File: config.mk
export PLATFORM = sky130hd
export DESIGN_NAME = imm_extend_pipe
export DESIGN_NICKNAME = d
export VERILOG_FILES = /design/src/rtl/imm_pkg.sv /design/src/rtl/imm_gen.sv /design/src/rtl/imm_extend_pipe.sv
export SDC_FILE = /design/constraint.sdc
export NUM_CORES = 1
export LEC_CHECK = 0
export CELL_PAD_IN_SITES_DETAIL_PLACEMENT = 1
export CELL_PAD_IN_SITES_GLOBAL_PLACEMENT = 2
export CORE_ASPECT_RATIO = 0.9
export CORE_MARGIN = 3
export CORE_UTILIZATION = 30
export CTS_CLUSTER_DIAMETER = 80
export DETAILED_ROUTE_END_ITERATION = 12
export PLACE_DENSITY_LB_ADDON = 0.2
export SYNTH_ARGS = -nofsm -noshare
export SYNTH_HDL_FRONTEND = slang
export SYNTH_HIERARCHICAL = 1
export SYNTH_SLANG_ARGS = --single-unit
export TNS_END_PERCENT = 10
File: constraint.sdc
create_clock -name clk -period 1.8 [get_ports clk]
set_clock_uncertainty 0.15 [all_clocks]
set_input_delay 0.36 -clock clk [delete_from_list [all_inputs] [get_ports clk]]
set_output_delay 0.36 -clock clk [all_outputs]
set_load 0.02 [all_outputs]
File: src/rtl/imm_pkg.sv
// Shared types for the immediate-extension stage: format select codes and entry layout.
package imm_pkg;

    localparam int IMMSRC_W = 3;

    typedef enum logic [IMMSRC_W-1:0] {
        IMM_I = 3'd0,
        IMM_S = 3'd1,
        IMM_B = 3'd2,
        IMM_J = 3'd3,
        IMM_U = 3'd4,
        IMM_Z = 3'd5
    } immsrc_e;

    // Widest-case entry layout (RV64 immediate, 64-bit tag); the pipe narrows per its parameters.
    typedef struct packed {
        logic [63:0] immext;
        logic [63:0] tag;
        logic        err;
    } imm_entry_t;

endpackage

File: src/rtl/imm_gen.sv
// Combinational immediate generator: instr[31:7] + format select -> XLEN-wide immediate.
// The err port exists only when IMMEXT_ERR_EN is defined.
module imm_gen
    import imm_pkg::*;
#(
    parameter int XLEN = 32
) (
    input  logic [24:0]          instr,
    input  logic [IMMSRC_W-1:0]  immsrc,
    output logic [XLEN-1:0]      immext
`ifdef IMMEXT_ERR_EN
    ,
    output logic                 err
`endif
);

    // instr[k] here is instruction bit k+7
    logic [31:0] imm32;

    always_comb begin
        imm32 = '0;
        case (immsrc_e'(immsrc))
            IMM_I:   imm32 = {{20{instr[24]}}, instr[24:13]};
            IMM_S:   imm32 = {{20{instr[24]}}, instr[24:18], instr[4:0]};
            IMM_B:   imm32 = {{19{instr[24]}}, instr[24], instr[0], instr[23:18], instr[4:1], 1'b0};
            IMM_J:   imm32 = {{11{instr[24]}}, instr[24], instr[12:5], instr[13], instr[23:14], 1'b0};
            IMM_U:   imm32 = {instr[24:5], 12'b0};
            IMM_Z:   imm32 = {27'b0, instr[12:8]};
            default: imm32 = '0;
        endcase
    end

    generate
        if (XLEN == 64) begin : g_rv64
            assign immext = {{32{imm32[31]}}, imm32};
        end else begin : g_rv32
            assign immext = imm32;
        end
    endgenerate

`ifdef IMMEXT_ERR_EN
    // codes 110 and 111 are the reserved ones
    assign err = immsrc[2] & immsrc[1];
`endif

endmodule

File: src/rtl/imm_extend_pipe.sv
// Buffered immediate-extension stage: imm_gen feeding a DEPTH-entry valid/ready FIFO with tag sideband.
// Define IMMEXT_ERR_EN to store and report reserved-format errors on out_err.
module imm_extend_pipe
    import imm_pkg::*;
#(
    parameter int XLEN  = 32,
    parameter int DEPTH = 2,
    parameter int TAG_W = 32
) (
    input  logic                     clk,
    input  logic                     reset_n,
    input  logic                     flush,
    input  logic                     in_valid,
    output logic                     in_ready,
    input  logic [24:0]              in_instr,
    input  logic [IMMSRC_W-1:0]      in_immsrc,
    input  logic [TAG_W-1:0]         in_tag,
    output logic                     out_valid,
    input  logic                     out_ready,
    output logic [XLEN-1:0]          out_immext,
    output logic [TAG_W-1:0]         out_tag,
    output logic                     out_err,
    output logic [$clog2(DEPTH):0]   count
);

    localparam int PTR_W = $clog2(DEPTH);
    localparam int CNT_W = PTR_W + 1;

    logic [PTR_W-1:0] wr_ptr_reg;
    logic [PTR_W-1:0] rd_ptr_reg;
    logic [CNT_W-1:0] count_reg;
    logic             push;
    logic             pop;
    logic [DEPTH-1:0] wr_en;

    logic [XLEN-1:0]  gen_immext;
    logic [XLEN-1:0]  immext_mem [DEPTH];
    logic [TAG_W-1:0] tag_mem    [DEPTH];

`ifdef IMMEXT_ERR_EN
    logic             gen_err;
    logic             err_mem    [DEPTH];
`endif

    imm_gen #(
        .XLEN   (XLEN)
    ) u_imm_gen (
        .instr  (in_instr),
        .immsrc (in_immsrc),
        .immext (gen_immext)
`ifdef IMMEXT_ERR_EN
        ,
        .err    (gen_err)
`endif
    );

    // in_ready depends only on registered occupancy, never on out_ready
    assign in_ready  = (count_reg < CNT_W'(DEPTH));
    assign out_valid = (count_reg != '0);
    assign push      = in_valid && in_ready && !flush;
    assign pop       = out_valid && out_ready && !flush;

    genvar gi;
    generate
        for (gi = 0; gi < DEPTH; gi++) begin : g_wr_en
            assign wr_en[gi] = push && (wr_ptr_reg == PTR_W'(gi));
        end
    endgenerate

    always_ff @(posedge clk or negedge reset_n) begin
        if (!reset_n) begin
            for (int k = 0; k < DEPTH; k++) begin
                immext_mem[k] <= '0;
                tag_mem[k]    <= '0;
`ifdef IMMEXT_ERR_EN
                err_mem[k]    <= 1'b0;
`endif
            end
        end else begin
            for (int k = 0; k < DEPTH; k++) begin
                if (wr_en[k]) begin
                    immext_mem[k] <= gen_immext;
                    tag_mem[k]    <= in_tag;
`ifdef IMMEXT_ERR_EN
                    err_mem[k]    <= gen_err;
`endif
                end
            end
        end
    end

    // Pointers wrap naturally because DEPTH is a power of two
    always_ff @(posedge clk or negedge reset_n) begin
        if (!reset_n) begin
            wr_ptr_reg <= '0;
            rd_ptr_reg <= '0;
            count_reg  <= '0;
        end else if (flush) begin
            wr_ptr_reg <= '0;
            rd_ptr_reg <= '0;
            count_reg  <= '0;
        end else begin
            if (push) wr_ptr_reg <= wr_ptr_reg + 1'b1;
            if (pop)  rd_ptr_reg <= rd_ptr_reg + 1'b1;
            case ({push, pop})
                2'b10:   count_reg <= count_reg + 1'b1;
                2'b01:   count_reg <= count_reg - 1'b1;
                default: count_reg <= count_reg;
            endcase
        end
    end

    assign out_immext = immext_mem[rd_ptr_reg];
    assign out_tag    = tag_mem[rd_ptr_reg];
    assign count      = count_reg;
`ifdef IMMEXT_ERR_EN
    assign out_err    = err_mem[rd_ptr_reg];
`else
    assign out_err    = 1'b0;
`endif

endmodule

# Yosys cells after proc, flatten, opt, wreduce, memory -nomap -nowiden
# Cells that the tools add are included.
[word_totals] reg_bits=132 in_bits=65 out_inout_bits=69 word_cells=47
[op_classes] addsub=4 n_lt_le_gt_ge=2 eq_ne=7 n_mux=13 bitwise_logic=2 reduce_logical=12
[ops] operator="2-to-1 mux 32 bit" n=6
[ops] operator="case mux 32 bit (6 select lines)" n=1
[ops] operator="== test 3 x 2 -> 1 bit, second input constant" n=2
[ops] operator="== test 3 bit, second input constant" n=2
[ops] operator="logical AND 1 bit" n=6
[ops] operator="nonzero test 2 bit" n=3
[ops] operator="2-to-1 mux 1 bit" n=4
[ops] operator="case mux 2 bit (2 select lines)" n=1
[ops] operator="== test 3 x 1 -> 1 bit, second input constant" n=1
[ops] operator="logical NOT 3 bit" n=1
[ops] operator="nonzero test 3 bit" n=1
[ops] operator="adder 1 bit, second input constant" n=2
[ops] operator="adder 2 x 1 -> 2 bit, second input constant" n=1
[ops] operator="== test 2 x 1 -> 1 bit, second input constant" n=1
[ops] operator="== test 2 bit, second input constant" n=1
[ops] operator=">= comparator 2 bit, second input constant" n=1
[ops] operator="less-than comparator 2 bit, second input constant" n=1
[ops] operator="2-to-1 mux 2 bit" n=1
[ops] operator="NOT 1 -> 2 bit" n=1
[ops] operator="subtractor 2 x 1 -> 2 bit, second input constant" n=1
[ops] operator="logical NOT 1 bit" n=1
[ops] operator="NOT 1 bit" n=1

# Depth between registers and ports, before layout
[depth] ltp_word=6 depth_mapped=6

# Hierarchy
# Netlist, hierarchy kept.
[modules_own_cells] mod="imm_extend_pipe" instances=1 cells_each=364 area_per_inst_um2=5753.0
[modules_own_cells] mod="imm_gen" instances=1 cells_each=79 area_per_inst_um2=545.5

# Worst setup path before layout
# No wires, ideal clock.
[synth_path] path_kind="reg-to-reg" start="register count_reg[1] (netlist: count[1])" end="register tag_mem[0] in the netlist's numbering" setup_ns=0.125 arrival_time_ns=1.567 setup_slack_ns=-0.042 path_stages_with_launch=6 path_buffers=2 synth_period_minus_slack_ns=1.842 path_cell_list="dfrtp_1 > nand2b_4 > nor3b_1 > buf_2 > buf_4 > mux2_2"
[synth_via] elab_chain_len=4
[synth_rtl] item="start, declared" line="imm_extend_pipe.sv:31" text="logic [CNT_W-1:0] count_reg;"
[synth_rtl] item="start signal, assigned" line="imm_extend_pipe.sv:106" text="2'b10: count_reg <= count_reg + 1'b1;"
[synth_rtl] item="start signal, assigned" line="imm_extend_pipe.sv:107" text="2'b01: count_reg <= count_reg - 1'b1;"
[synth_rtl] item="start signal, assigned" line="imm_extend_pipe.sv:108" text="default: count_reg <= count_reg;"
[synth_rtl] item="less-than comparator 2 bit" line="imm_extend_pipe.sv:58" text="assign in_ready = (count_reg < CNT_W'(DEPTH));"
[synth_rtl] item="logical AND 1 bit (2 in series)" line="imm_extend_pipe.sv:60" text="assign push = in_valid && in_ready && !flush;"
[synth_rtl] item="logical AND 1 bit" line="imm_extend_pipe.sv:66" text="assign wr_en[gi] = push && (wr_ptr_reg == PTR_W'(gi));"
[synth_rtl] item="end signal, assigned by index" line="imm_extend_pipe.sv:83" text="tag_mem[k] <= in_tag;"
[synth_rtl] item="end, declared" line="imm_extend_pipe.sv:38" text="logic [TAG_W-1:0] tag_mem [DEPTH];"
# No other way between the ends.
# A chain may end at the register's enable or synchronous reset.

# Final worst setup path
[layout_path] start="register rd_ptr_reg" end="output port out_tag[6]"
[layout_via] elab_chain_len=4
[layout_rtl] item="start, declared" line="imm_extend_pipe.sv:30" text="logic [PTR_W-1:0] rd_ptr_reg;"
[layout_rtl] item="start signal, assigned" line="imm_extend_pipe.sv:104" text="if (pop) rd_ptr_reg <= rd_ptr_reg + 1'b1;"
[layout_rtl] item="NOT 1 -> 2 bit (implied by the code)" line="imm_extend_pipe.sv:114" text="assign out_tag = tag_mem[rd_ptr_reg];"
[layout_rtl] item="2-to-1 mux 32 bit (implied by the code) (3 in series)" line="imm_extend_pipe.sv:114"
[layout_rtl] item="end, declared" line="imm_extend_pipe.sv:21" text="output logic [TAG_W-1:0] out_tag,"
# No other way between the ends. The select of a mux whose other input is x is not followed.

==> run summary <==
Tmin final - 2.232 ns
CTS HTree Levels - 4
First-pass GRT wire length - 26790 µm
Hold WC Path Type - primary input to asynchronous set/reset pin
Die ar. - 0.02277 mm²
Die H - 143.5 µm
Mapped cell area - 0.006299 mm²
Max-slew violations - 0
Largest cells by area after synthesis - dfrtp_1 (52%), mux2_2 (34%), buf_6 (1.4%), a21o_1 (1.3%), a21oi_1 (1.3%)
EDFF count, synth - 0
Cell area after layout - 0.009037 mm²
Synthesized instance count - 443
IO Count - 134
Vias in the first global route - 4831
Post-synthesis sequential area ratio - 52.44%
Vias - 4276
GR Overflow Total - 0
Setup violators final - 66
Reg clk slew, reported paths - 0.06 ns
CP Launch Type - flip-flop
Nets - 684
Syn Area/Cell - 14.22 µm²
Fraction of registers with async set/reset - 100.0%
Share of cells above drive strength 1 - 55.85%
Leakage power - 4.053 nW
Drt wl/cell - 19.39 µm
Final Hold Fails - 0
Outcome - finished, violations left
Port bufs - 132
Peak Freq - 448.1 MHz
Initial drt markers - 105
Maximum clock path buffer count - 2
GPL Wtd Cong - 0.7447
Routed wl met3 - 737 µm
Site Rows - 49
Detail Route Antenna Nets - 0
Detail-routed via count per cell - 4.689
Total GRT Usage - 14.93%
FF+latch count, synth - 132
Yosys top cell by area - dfrtp_1
Clock Sinks - 132
Most common flop cell mapped by yosys - dfrtp_1
CTS tree - done
Crit path kind - flip-flop to output pin
Required time worst endpoint - 1.29 ns
Max Cap Violations - 0
DR pass1 iterations - 4
Fin crit share - 124.0%
Final worst setup slack - -0.4317 ns
Root buffer cell - clkbuf_16
CP arrival - 1.72 ns
Detail Placement HPWL - 11820 µm
ANT cells - 0
Peak supply drop - 0.0005331 V
RSZ-0062 raised after global routing - true
M1 WL - 7920 µm
WL met2 - 8842 µm
Critical path peak fanout - 8
Syn Nets - 508
P&R area growth vs syn - 43.48%
Ys Warns - 6
CTS Buf Count - 17
Layout Utilization - 44.53%
Drt drc - 0
Largest net degree at the start of global routing - 38
Initial antenna violation count - 0
Critical path capture point type - output pin
Die width - 158.7 µm
Core area - 0.02029 mm²
Violations in the final reports - negative setup slack
Synth top area share - 52.44%
Dpl ws - -0.4349 ns
Minimum hold slack - 0.2608 ns
DP Area - 0.008132 mm²
DR top layer - met4
Initial Util - 31.04%
Distinct cell type count after synthesis - 36
Clk_lat worst skew - 0.41 ns
Setup TNS - -23.40 ns
Pwr dens - 1193 mW/mm²
Routed WL - 17680 µm
-- kinds of logic after synthesis --
kind of cell / after synthesis / share of synthesized area [%]
AO/OA/AOI/OAI: 45 / 4.410
flip-flops: 132 / 52.44
other: 1 / 0.05954
XOR/XNOR: 3 / 0.7152
multiplexers: 199 / 35.46
AND/OR/NAND/NOR: 31 / 3.357
buffers and inverters: 32 / 3.556
-- Yosys cell counts, types with 5 or more instances --
cell,instances
buf_6,8
a21oi_1,16
dfrtp_1,132
buf_2,11
a21o_1,11
o22ai_1,7
mux2i_1,6
mux2_1,5
nand2_1,5
mux2_2,188
buf_4,8
nor2b_1,9
-- metrics by stage --
stage	power [mW]	instances
final	10.78	912
after global routing	11.37	912
after CTS	10.42	890
after detailed placement	7.349	857
after global placement	7.210	857
after floorplan	5.944	443
-- power by group --
| part | leakage, nW | switching (mW) | total [mW] | internal (mW) |
|---|---|---|---|---|
| Clock | 0.268 | 1.33 | 3.30 | 1.97 |
| Combinational | 2.16 | 1.42 | 3.33 | 1.90 |
| Sequential | 1.63 | 0.404 | 4.15 | 3.75 |
-- layout by cell type, fill, tap and decap left out, drive strengths merged, types with 2 or more instances in the layout --
| cell type | count |
|---|---|
| mux2 | 193 |
| o21ai | 7 |
| nand2 | 5 |
| a21oi | 16 |
| buf | 118 |
| clkdlybuf4s50 | 62 |
| mux2i | 6 |
| nor3b | 2 |
| and2 | 2 |
| a21o | 11 |
| clkdlybuf4s15 | 2 |
| nor2 | 4 |
| dfrtp | 132 |
| nand2b | 2 |
| o22ai | 7 |
| clkinv | 6 |
| xor2 | 3 |
| inv | 2 |
| clkbuf | 24 |
| clkinvlp | 4 |
| nor2b | 11 |
-- path summary, 6_finish.rpt --
check	endpoint	slack, ns	cells after the start	start
min reg2reg	immext_mem[41]$_DFFE_PN0P_	0.34	1	immext_mem[41]$_DFFE_PN0P_
max in group asynchronous	immext_mem[19]$_DFFE_PN0P_	0.68	3	reset_n
max	out_tag[6]	-0.43	4	rd_ptr_reg$_DFFE_PN0P_
min	tag_mem[30]$_DFFE_PN0P_	0.26	2	reset_n
min in group clk	immext_mem[41]$_DFFE_PN0P_	0.34	1	immext_mem[41]$_DFFE_PN0P_
max reg2reg	immext_mem[11]$_DFFE_PN0P_	0	5	count[1]$_DFFE_PN0P_
-- metal layers --
| layer | track usage [%] | up-vias |
|---|---|---|
| li1 | - | 1941 |
| met1 | 18.81 | 2235 |
| met2 | 25.72 | 88 |
| met3 | 3.948 | 12 |
| met4 | 4.053 | 0 |
| met5 | 0 | - |
-- timing repair --
item,in CTS,in global routing
cloned,0,4
pin swaps,1,0
endpoints found under the setup margin,85,175
hold buffers,1,0
endpoints found under the hold margin,28,0
resized for setup,244,148
setup buffers,0,18
-- critical path, cell delays in order (launching register included) --
cell and delay, ns:
dfrtp_2 0.49, buf_6 0.15, clkbuf_16 0.16, mux2_2 0.35, buf_2 0.16
-- final cells by class --
class	count	area, µm²
clock buffer	20	456.7
clock inverter	12	106.4
tap	280	350.3
timing repair buffer	188	1871
inverter	1	3.754
fill	2067	11260
sequential	132	3306
multi-input combinational	279	2944
Note: power is estimated with default switching activity, not from simulation.
